### src/rtl/mips_pkg.sv
// Shared MIPS core definitions: opcode constants, ifetch state encoding and
// the branch-offset helper used by the next-PC logic.
package mips_pkg;

    localparam logic [5:0] OP_RTYPE = 6'b000000;
    localparam logic [5:0] OP_LW    = 6'b100011;
    localparam logic [5:0] OP_SW    = 6'b101011;
    localparam logic [5:0] OP_BEQ   = 6'b000100;
    localparam logic [5:0] OP_ADDI  = 6'b001000;
    localparam logic [5:0] OP_J     = 6'b000010;
    localparam logic [5:0] OP_ANDI  = 6'b001100;
    localparam logic [5:0] OP_ORI   = 6'b001101;
    localparam logic [5:0] OP_SLTI  = 6'b001010;

    typedef enum logic [0:0] {
        FETCH = 1'b0,
        EXEC  = 1'b1
    } ifetch_state_t;

    // Word-scaled, sign-extended branch displacement from a 16-bit immediate.
    function automatic logic signed [31:0] branch_offset(input logic [15:0] imm);
        logic signed [31:0] off;
        off = {{14{imm[15]}}, imm, 2'b00};
        return off;
    endfunction

endpackage

### src/rtl/ifetch_nextpc.sv
// Next-PC selection for the fetch unit: jump beats taken branch beats PC+4.
// All additions wrap modulo 2^32.
module ifetch_nextpc
    import mips_pkg::*;
(
    input  logic [31:0] pc_plus4,
    input  logic [31:0] instr,
    input  logic        branch,
    input  logic        zero,
    input  logic        jump,
    output logic [31:0] next_pc
);

    logic signed [31:0] br_off;
    logic               unused_opfield;

    assign br_off         = branch_offset(instr[15:0]);
    assign unused_opfield = ^instr[31:26];

    // Priority select of the successor address.
    always_comb begin
        next_pc = pc_plus4;
        if (jump) begin
            next_pc = {pc_plus4[31:28], instr[25:0], 2'b00};
        end else if (branch && zero) begin
            next_pc = pc_plus4 + $unsigned(br_off);
        end
    end

endmodule

### src/rtl/ifetch_unit.sv
// Instruction-fetch front end: holds the PC, fetches words over a req/ready
// handshake and presents the instruction/opcode to the decoder.
// Optional build macro IFETCH_PERF_EN adds retire and wait-cycle counters.
module ifetch_unit
    import mips_pkg::*;
#(
    parameter logic [31:0] RESET_PC = 32'h0000_0000,
    parameter int          AW       = 32
) (
    input  logic          clk,
    input  logic          reset,
    output logic          imem_req,
    output logic [AW-1:0] imem_addr,
    input  logic          imem_ready,
    input  logic [31:0]   imem_rdata,
    output logic [31:0]   instr,
    output logic [5:0]    op,
    output logic          instr_valid,
    input  logic          stall,
    input  logic          branch,
    input  logic          zero,
    input  logic          jump,
    output logic [AW-1:0] pc,
    output logic [AW-1:0] pc_plus4
`ifdef IFETCH_PERF_EN
    ,
    output logic [31:0]   perf_retired,
    output logic [31:0]   perf_wait
`endif
);

    ifetch_state_t state, state_next;
    logic          req_next;
    logic          valid_next;
    logic          capture;
    logic          retire;
    logic [31:0]   next_pc;

    assign imem_addr = pc;
    assign op        = instr[31:26];
    assign pc_plus4  = pc + 32'd4;

    ifetch_nextpc u_nextpc (
        .pc_plus4 (pc_plus4),
        .instr    (instr),
        .branch   (branch),
        .zero     (zero),
        .jump     (jump),
        .next_pc  (next_pc)
    );

    // Next-state and handshake control; feedback is only consumed at retire.
    always_comb begin
        state_next = state;
        req_next   = imem_req;
        valid_next = instr_valid;
        capture    = 1'b0;
        retire     = 1'b0;
        case (state)
            FETCH: begin
                req_next = 1'b1;
                if (imem_req && imem_ready) begin
                    capture    = 1'b1;
                    valid_next = 1'b1;
                    req_next   = 1'b0;
                    state_next = EXEC;
                end
            end
            EXEC: begin
                req_next = 1'b0;
                if (!stall) begin
                    retire     = 1'b1;
                    valid_next = 1'b0;
                    req_next   = 1'b1;
                    state_next = FETCH;
                end
            end
            default: begin
                req_next   = 1'b0;
                valid_next = 1'b0;
                state_next = FETCH;
            end
        endcase
    end

    // State, PC and instruction registers; reset aborts any fetch in flight.
    always_ff @(posedge clk or posedge reset) begin
        if (reset) begin
            state       <= FETCH;
            imem_req    <= 1'b0;
            instr_valid <= 1'b0;
            pc          <= RESET_PC;
            instr       <= 32'd0;
        end else begin
            state       <= state_next;
            imem_req    <= req_next;
            instr_valid <= valid_next;
            if (capture) begin
                instr <= imem_rdata;
            end
            if (retire) begin
                pc <= next_pc;
            end
        end
    end

`ifdef IFETCH_PERF_EN
    // Retired-instruction and memory-wait counters, both free-running and wrapping.
    always_ff @(posedge clk or posedge reset) begin
        if (reset) begin
            perf_retired <= 32'd0;
            perf_wait    <= 32'd0;
        end else begin
            if (retire) begin
                perf_retired <= perf_retired + 32'd1;
            end
            if (state == FETCH && !imem_ready) begin
                perf_wait <= perf_wait + 32'd1;
            end
        end
    end
`endif

endmodule

### config.mk
export PLATFORM = sky130hd
export DESIGN_NAME = ifetch_unit
export DESIGN_NICKNAME = d
export VERILOG_FILES = /design/src/rtl/mips_pkg.sv /design/src/rtl/ifetch_nextpc.sv /design/src/rtl/ifetch_unit.sv
export SDC_FILE = /design/constraint.sdc
export NUM_CORES = 1
export LEC_CHECK = 0
export CAP_MARGIN = 10
export CORE_MARGIN = 5
export CORE_UTILIZATION = 48
export CTS_BUF_LIST = sky130_fd_sc_hd__clkbuf_2
export DETAILED_ROUTE_END_ITERATION = 16
export PLACE_DENSITY = 0.83
export SYNTH_ARGS = -nofsm -noshare
export SYNTH_HDL_FRONTEND = slang
export SYNTH_SLANG_ARGS = --single-unit
### constraint.sdc
create_clock -name clk -period 4.9 [get_ports clk]
set_clock_uncertainty 0.05 [all_clocks]
set_input_delay 0.735 -clock clk [delete_from_list [all_inputs] [get_ports clk]]
set_output_delay 0.735 -clock clk [all_outputs]
set_load 0.01 [all_outputs]
==> results of run 1 <==
## cell type report
type                    count  area [µm²]  share of cell area [%]
clock inverters             6        60.1                   0.866
repair buffers            178        1760                    25.3
diodes                      1        2.50                  0.0361
clock buffers               9        45.0                   0.650
flip-flops and latches     65        1630                    23.5
well taps                 140         175                    2.53
inverters                  13        48.8                   0.704
multi-input cells         467        3220                    46.4
## power breakdown
group	total [W]	internal, W	leakage [nW]	switching (W)
Combinational	0.00428	0.00210	2.05	0.00218
Sequential	0.00119	0.000793	0.771	0.000400
Clock	0.000335	0.000112	0.0652	0.000223
Total	0.00581	0.00301	2.89	0.00280
## state kept, by name, summed over array words and instances (netlist names)
| name | cells |
|---|---|
| state | 1 |
| imem_req | 1 |
| imem_addr | 30 |
| instr_valid | 1 |
| instr | 32 |
## stage by stage
stage                     power [W]  cell area, µm²
final                       0.00581            6930
after global routing        0.00621            6930
after CTS                   0.00577            6930
after detailed placement    0.00542            6830
after global placement      0.00534            6830
after floorplan             0.00385            5300
## synthesized netlist by cell type (6+ instances only)
master / n
nand3_1: 10
a31oi_1: 9
o21ai_1: 14
inv_1: 13
clkbuf_1: 21
o21ai_0: 36
ha_1: 36
buf_4: 42
mux2_2: 32
xor2_1: 21
nand2_1: 54
nor3_1: 11
dfrtp_1: 65
and4_1: 8
nor2b_1: 6
nand4_1: 16
a21o_1: 14
a21oi_1: 41
xnor2_1: 32
a211oi_1: 9
nor2_1: 47
## logic make-up after synthesis
group           synth area share [%]
flops                           30.8
mux                             7.04
buf+inv                         8.56
compound gates                  19.9
other cells                   0.0710
xor+xnor                        8.79
fa+ha+maj                       8.91
simple gates                    15.9
## cell usage in the layout (no fill, tap or decap), drive strengths merged, types with 10 or more instances in the layout
| cell | instances |
|---|---|
| a21o | 14 |
| a21oi | 43 |
| buf | 10 |
| clkdlybuf4s50 | 168 |
| dfrtp | 65 |
| ha | 36 |
| inv | 13 |
| mux2 | 33 |
| nand2 | 54 |
| nand3 | 11 |
| nand4 | 16 |
| nor2 | 47 |
| nor3 | 12 |
| o21ai | 51 |
| xnor2 | 32 |
| xor2 | 21 |
## worst max-delay path: stages, from the launching register on
cell and delay [ns]:
dfrtp_1 0.54, ha_1 0.26, nand4_1 0.19, nor2_1 0.32, and4_1 0.35, and3_1 0.32
and4_1 0.32, xor2_1 0.25, clkdlybuf4s50_1 0.59
## worst max path at each step
stage	from	end	slack [ns]	depth (start not counted)
floorplan	imem_addr[2]	imem_addr[31]	1.23	17
global placement	imem_addr[2]	imem_addr[31]	0.81	16
detailed placement	imem_addr[2]	imem_addr[31]	0.68	16
CTS	imem_addr[2]	pc_plus4[26]	0.42	8
global route	imem_addr[2]	pc_plus4[26]	0.16	8
finish	imem_addr[2]	pc_plus4[26]	0.41	8
## metal layers
metal	track usage [%]	wire [µm]	vias up
li1	-	-	2396
met5	0	0	-
met3	6.32	1420	20
met4	8.37	316	0
met2	42.4	8240	215
met1	33.9	7270	2491
==> flow_metrics.tcl, run 1 <==
set metrics [dict create \
    fin_cells 879 \
    dp.cells 863 \
    min_period_ns 4.49 \
    post_cts_buffers 0 \
    ys_types 61 \
    fin_crit_sh_pct 91.6 \
    drive_gt1_share_pct 8.94 \
    io_pins 175 \
    crit_arrival_ns 3.70 \
    power_leakage_nw 2.89 \
    fin_ws_ns 0.412 \
    synthFlopType "dfrtp_1" \
    dp_hpwl_um 13200 \
    hold_viol 0 \
    power_density_nw_per_um2 838 \
    synth_area_leaders "dfrtp_1 31%, ha_1 8.5%, mux2_2 6.8%" \
    synth_edf_count 0 \
    holdPathStages 2 \
    worst_pin_slew_ns 1.01 \
    final_max_slew_viol_count 0 \
    ys_ff_latch 65 \
    relSlewSlack_pct 32.9 \
    port_buffers 168 \
    drt_iter0_drc 349 \
    cp-start-kind "register" \
    cts-resized-gates 0 \
    postLayoutCoreUtil_pct 64.2 \
    die_area_um2 13200 \
    wl_um 17200 \
    crit_type "register to primary output" \
    place_ws_ns 0.679 \
    nNetsFinal 810 \
    holdCritStartpoint "instr_valid" \
    ir_drop_mv 0.459 \
    r2r-start "imem_addr[2]" \
    fp.coreArea_um2 10800 \
    yosysSeqAreaShare_pct 30.8 \
    setup_viol 0 \
    required_ns 4.12 \
    root_buffer "clkbuf_2" \
    clkSinkCount 65 \
    overflow 0 \
    timing.fmax_mhz 223 \
    grt_max_degree 45 \
    cts_buffer_depth 2 \
    postRouteAntennaNets 0 \
    start_util_pct 48.9 \
    grt_usage_pct 25.9 \
    path_max_fanout 7 \
    drt_pass1_iterations 5 \
    area_growth_pct 31.4 \
    antenna_found_initial 1 \
    regToRegSetupSlack_ns 0.59 \
    synth_top_area_share_pct 30.8 \
    synth.avg_cell_area_um2 8.73 \
    synthArstFlopShare_pct 100 \
    status "completed" \
    die_w_um 115 \
    clk_pin_slew_ns 0.20 \
    cap_violations 0 \
    cts_tree "yes" \
    whs_ns 0.480 \
    num_vias 5122 \
    yosys_warnings 0 \
    synth_cells 605 \
    synth_top_area_cell "dfrtp_1" \
    syn-cell-area_um2 5280 \
    route.detailed.drc 0 \
    cts-hold-fix-buffers 0 \
    place.gp.congestion 0.942 \
    hp-class "register to register" \
    wl_per_cell_um 19.6 \
    h-tree-depth 3 \
    cts_buffers 9 \
    reg2regPathDepth 16 \
    rsz0062_at_grt "no" \
    avgViaCountPerCell 5.83 \
    hold_path_end "instr_valid" \
    setup_tns_ns 0 \
    num_rows 38 \
    critPathCaptureType "primary output" \
    die_h_um 115 \
    grt_pass1_vias 5087 \
    r2r-end "imem_addr[31]" \
    grt_pass1_wl_um 27200 \
    clk_latency_ns 0.54 \
    nFillCells 923 \
]
Power figures use the tool's default switching activity.
==> inputs of run 2 (changes only) <==
--- a/config.mk
+++ b/config.mk
@@ -7,10 +7,10 @@
 export LEC_CHECK = 0
 export CAP_MARGIN = 10
 export CORE_MARGIN = 5
-export CORE_UTILIZATION = 48
-export CTS_BUF_LIST = sky130_fd_sc_hd__clkbuf_2
+export CORE_UTILIZATION = 47
 export DETAILED_ROUTE_END_ITERATION = 16
-export PLACE_DENSITY = 0.83
+export PLACE_DENSITY = 0.82
+export SETUP_SLACK_MARGIN = 0.15
 export SYNTH_ARGS = -nofsm -noshare
 export SYNTH_HDL_FRONTEND = slang
 export SYNTH_SLANG_ARGS = --single-unit
==> run 2 against run 1 <==
  * Cell count decreased by 0.11%
  * Power increased by 6.0%
  * Fmax increased by 3.7%
  * Global-route usage decreased by 0.34 points
  * Combinational power about the same
  * Die area increased by 1.9%
  * Via count decreased by 0.49%
  * First-iteration DRC count increased by 31%
  * Worst hold slack got worse by 0.050 ns
  * Register-to-register slack got worse by 0.02 ns
  * Critical endpoint is now imem_addr[31]
  * Largest cell class unchanged
  * Critical path depth increased by 8
==> flow_metrics.tcl, run 2 (synthesized netlist as in run 1, its figures left out) <==
set metrics [dict create \
    max_stage_delay_ns 0.48 \
    postLayoutCoreUtil_pct 65.1 \
    grt_use_met1_pct 34.0 \
    reg2regPathDepth 16 \
    die_h_um 116 \
    die_area_um2 13500 \
    r2r-end "imem_addr[31]" \
    layout_commonest_cell "clkdlybuf4s50_1" \
    cts_buffer_depth 2 \
    cp_num_buf_inv 0 \
    p_clk_share_pct 10.9 \
    cap_violations 0 \
    hp-class "register to register" \
    power_leakage_nw 2.96 \
    h-tree-depth 3 \
    start_util_pct 48.3 \
    grt_max_degree 46 \
    relSlewSlack_pct 37.8 \
    drt_iter0_drc 458 \
    path_max_fanout 8 \
    io_pins 175 \
    crit_arrival_ns 4.51 \
    crit_type "register to register" \
    fp.coreArea_um2 10900 \
    grt_usage_pct 25.6 \
    cts_tree "yes" \
    holdPathStages 2 \
    num_rows 38 \
    place.gp.congestion 0.921 \
    status "completed" \
    port_buffers 168 \
    avgViaCountPerCell 5.81 \
    route.detailed.drc 0 \
    required_ns 5.08 \
    regMostFlops "instr" \
    busiest_layer "met2" \
    die_w_um 116 \
    nNetsFinal 809 \
    area_growth_pct 34.9 \
    cts-hold-fix-buffers 0 \
    fin_crit_sh_pct 88.4 \
    clk_latency_ns 0.34 \
    p_sw_share_pct 46.5 \
    p_sw_w 0.00286 \
    cp-start-kind "register" \
    grt_pass1_vias 5119 \
    p_total_w 0.00616 \
    wl_um 17300 \
    final_cell_mix "168 x clkdlybuf4s50_1, 65 x dfrtp_1, 54 x nand2_1" \
    power_frac_seq_pct 19.9 \
    met2_usage_pct 42.8 \
    root_buffer "clkbuf_16" \
    crit_chain "ha_1 > nand4_1 > nor2_1 > and4_1 > nand3_1 > xnor2_1 > ha_1 > a21oi_1 > o21ai_1 > a311o_1 > nor2_1 > a21oi_1 > a31oi_1 > xnor2_1 > and3_1 > o31ai_1" \
    post_cts_buffers 0 \
    drt_pass1_iterations 5 \
    n_antenna_cell 0 \
    clk_pin_slew_ns 0.06 \
    largest_reg_flops 32 \
    setup_viol 0 \
    final_max_slew_viol_count 0 \
    rsz0062_at_grt "no" \
    min_period_ns 4.33 \
    comb_power_share_pct 69.2 \
    power_density_nw_per_um2 865 \
    dp_hpwl_um 13000 \
    met3_usage_pct 5.33 \
    antenna_found_initial 0 \
    hold_viol 0 \
    fin_ws_ns 0.570 \
    worst_pin_slew_ns 0.933 \
    setup_tns_ns 0 \
    cts_buffers 9 \
    hold_path_end "instr_valid" \
    ir_drop_mv 0.553 \
    wl_per_cell_um 19.7 \
    drive_gt1_share_pct 9.08 \
    cpLargestDelayFamily "simple AND/OR/NAND/NOR gates" \
    overflow 0 \
    holdCritStartpoint "instr_valid" \
    critPathCaptureType "register" \
    timing.fmax_mhz 231 \
    regToRegSetupSlack_ns 0.57 \
    p_int_w 0.00329 \
    r2r-start "imem_addr[2]" \
    grt_pass1_wl_um 27300 \
    place_ws_ns 0.704 \
    postRouteAntennaNets 0 \
    slowest_stage "dfrtp_1" \
    cts-resized-gates 0 \
    clkSinkCount 65 \
    num_vias 5097 \
]
## run 2: cell types whose count changed in the layout (fill, tap and decap cells not counted)
cell,delta
buf_4,-1
clkbuf_16,+9
clkbuf_2,-9
clkinv_1,-1
clkinv_2,-1
clkinvlp_4,+1
diode_2,-1
inv_6,+2
## run 2: final cells by class
cell class	count	area, µm²
clock buffer	9	225
clock inverter	7	76.3
multi-input combinational	467	3220
inverter	13	48.8
sequential	65	1630
timing repair buffer	177	1750
tap	140	175
fill	928	3810
## run 2: per-layer routing
| layer | up-vias | wire length (µm) |
|---|---|---|
| met4 | 0 | 296 |
| met1 | 2451 | 7200 |
| met3 | 29 | 1360 |
| li1 | 2401 | - |
| met5 | - | 0 |
| met2 | 216 | 8410 |
## run 2: tightest hold or removal path: cells and delay by family, from the launching register on
family,cells,cell delay [ns]
DFF,1,0.34
and+or+nand+nor,2,0.11
## run 2: power by group through the flow
| stage | combinational [W] | sequential, W | clock [W] |
|---|---|---|---|
| 6_report | 0.00426 | 0.00123 | 0.000674 |
| 5_1_grt | 0.00459 | 0.00128 | 0.000708 |
| 4_1_cts | 0.00424 | 0.00122 | 0.000675 |
| 3_3_place_gp | 0.00412 | 0.00120 | 0 |
| 3_5_place_dp | 0.00420 | 0.00122 | 0 |
| 2_1_floorplan | 0.00263 | 0.00123 | 0 |
## run 2: worst max-delay path by stage
stage          slack [ns]         start            end  cells after the start
4_1_cts              0.64  imem_addr[2]  imem_addr[31]                     16
6_report             0.57  imem_addr[2]  imem_addr[31]                     16
3_3_place_gp         0.81  imem_addr[2]  imem_addr[31]                     16
3_5_place_dp         0.70  imem_addr[2]  imem_addr[31]                     16
2_1_floorplan        1.23  imem_addr[2]  imem_addr[31]                     17
5_1_grt              0.19  imem_addr[2]  imem_addr[31]                     16
## run 2: metrics by stage
stage	hold WS [ns]	instance area (µm²)	cells
finish	0.430	7120	878
global route	0.469	7120	878
CTS	0.437	7120	878
detailed placement	0.422	6820	862
global placement	0.411	6820	862
floorplan	0.441	5300	610
==> inputs of run 3 (changes only) <==
--- a/config.mk
+++ b/config.mk
@@ -6,6 +6,7 @@
 export NUM_CORES = 1
 export LEC_CHECK = 0
 export CAP_MARGIN = 10
+export CORE_ASPECT_RATIO = 1.25
 export CORE_MARGIN = 5
 export CORE_UTILIZATION = 47
 export DETAILED_ROUTE_END_ITERATION = 16
==> run 3 against run 2 <==
  * Worst hold slack improved by 0.0058 ns
  * Critical path type unchanged
  * Wire length up 2.5%
  * Largest cell class unchanged
  * Sequential share of layout area hardly changed
==> flow_metrics.tcl, run 3 (synthesized netlist as in run 1, its figures left out) <==
set metrics [dict create \
    status "completed" \
    cts_tree "yes" \
    route.detailed.drc 0 \
    largest_reg_flops 32 \
    drive_gt1_share_pct 9.08 \
    area_growth_pct 34.7 \
    nFillCells 905 \
    hp-class "register to register" \
    path_max_fanout 8 \
    fin_crit_sh_pct 85.9 \
    drt_iter0_drc 295 \
    cts_buffer_depth 2 \
    drt_pass1_iterations 5 \
    crit_chain "ha_1 > nand4_1 > nor2_1 > and4_1 > nand3_1 > xnor2_1 > ha_1 > a21oi_1 > o21ai_1 > a311o_1 > nor2_1 > a21oi_1 > a31oi_1 > xnor2_1 > a21oi_1 > o31ai_1" \
    io_pins 175 \
    wl_um 17700 \
    die_h_um 128 \
    final_max_slew_viol_count 0 \
    grt_max_degree 40 \
    cts-resized-gates 0 \
    post_cts_buffers 0 \
    cpLargestDelayFamily "compound AO/OA/AOI/OAI gates" \
    crit_type "register to register" \
    cap_violations 0 \
    n_antenna_cell 0 \
    antenna_found_initial 0 \
    dp_hpwl_um 13400 \
    postRouteAntennaNets 0 \
    cts_buffers 9 \
    max_stage_delay_ns 0.46 \
    hold_viol 0 \
    cp-start-kind "register" \
    die_area_um2 13500 \
    fin_ws_ns 0.693 \
    power_leakage_nw 2.97 \
    port_buffers 168 \
    regMostFlops "instr" \
    wl_per_cell_um 20.3 \
    root_buffer "clkbuf_16" \
    cts-hold-fix-buffers 0 \
    num_vias 5205 \
    nNetsFinal 809 \
    final_cell_mix "168 x clkdlybuf4s50_1, 65 x dfrtp_1, 54 x nand2_1" \
    avgViaCountPerCell 5.96 \
    power_density_nw_per_um2 872 \
    worst_pin_slew_ns 0.928 \
    timing.fmax_mhz 238 \
    rsz0062_at_grt "no" \
    start_util_pct 47.9 \
    place_ws_ns 0.742 \
    required_ns 5.10 \
    fp.coreArea_um2 11000 \
    setup_tns_ns 0 \
    critPathCaptureType "register" \
    crit_arrival_ns 4.41 \
    grt_usage_pct 25.2 \
    clk_pin_slew_ns 0.06 \
    min_period_ns 4.21 \
    grt_pass1_wl_um 27500 \
    place.gp.congestion 0.906 \
    overflow 0 \
    die_w_um 105 \
    cp_num_buf_inv 0 \
    clk_latency_ns 0.34 \
    h-tree-depth 3 \
    layout_commonest_cell "clkdlybuf4s50_1" \
    critical_path.most_common_cell "a21oi_1" \
    num_rows 43 \
    slowest_stage "dfrtp_1" \
    clkSinkCount 65 \
    grt_pass1_vias 5381 \
    ir_drop_mv 0.467 \
    whs_ns 0.436 \
    relSlewSlack_pct 38.2 \
    setup_viol 0 \
]
[run 3: cell count changes in the layout (fill, tap and decap cells not counted)]
cell        delta
clkinvlp_4     -2
clkinv_2       +1
inv_6          +1
[run 3: where the power goes]
| group | switching [W] | total [W] | internal (W) |
|---|---|---|---|
| combinational | 0.00223 | 0.00434 | 0.00211 |
| clock | 0.000270 | 0.000668 | 0.000398 |
| sequential | 0.000395 | 0.00119 | 0.000799 |
[run 3: path summary, 6_finish.rpt]
| kind | from | depth (start not counted) | slack [ns] | endpoint |
|---|---|---|---|---|
| setup / recovery | imem_addr[2] | 16 | 0.69 | imem_addr[31] |
| hold / removal | instr_valid | 2 | 0.44 | instr_valid |
| setup reg to reg | imem_addr[2] | 16 | 0.69 | imem_addr[31] |
| hold reg to reg | instr_valid | 2 | 0.44 | instr_valid |
| max in group asynchronous | reset | 3 | 3.09 | instr[14] |
| min in group asynchronous | reset | 2 | 0.73 | instr[4] |
[run 3: area by class of cell]
type	count	area [µm²]	share of cell area, %
Clock buffer	9	225	3.17
Clock inverter	7	75.1	1.06
Inverter	13	48.8	0.686
Multi-Input combinational cell	467	3220	45.3
Sequential cell	65	1630	22.9
Tap cell	135	169	2.37
Timing Repair Buffer	177	1750	24.6
[run 3: tightest hold or removal path: stages, from the launching register on]
cell	delay, ns
dfrtp_1	0.35
nand2_1	0.05
nand2_1	0.05
[run 3: layer usage]
metal	vias up	wire length (µm)	track usage (%)
li1	2396	-	-
met1	2509	6560	27.9
met2	252	9190	46.1
met3	48	1430	5.97
met4	0	534	10.9
met5	-	0	0
[run 3: stage by stage]
step | instances | total power (W) | utilization (%) | instance area [µm²]
4_1_cts | 873 | 0.00620 | 64.5 | 7110
6_report | 873 | 0.00621 | 64.5 | 7110
3_5_place_dp | 857 | 0.00549 | 61.8 | 6810
3_3_place_gp | 857 | 0.00540 | 61.8 | 6810
2_1_floorplan | 610 | 0.00385 | - | 5300
5_1_grt | 873 | 0.00661 | 64.5 | 7110
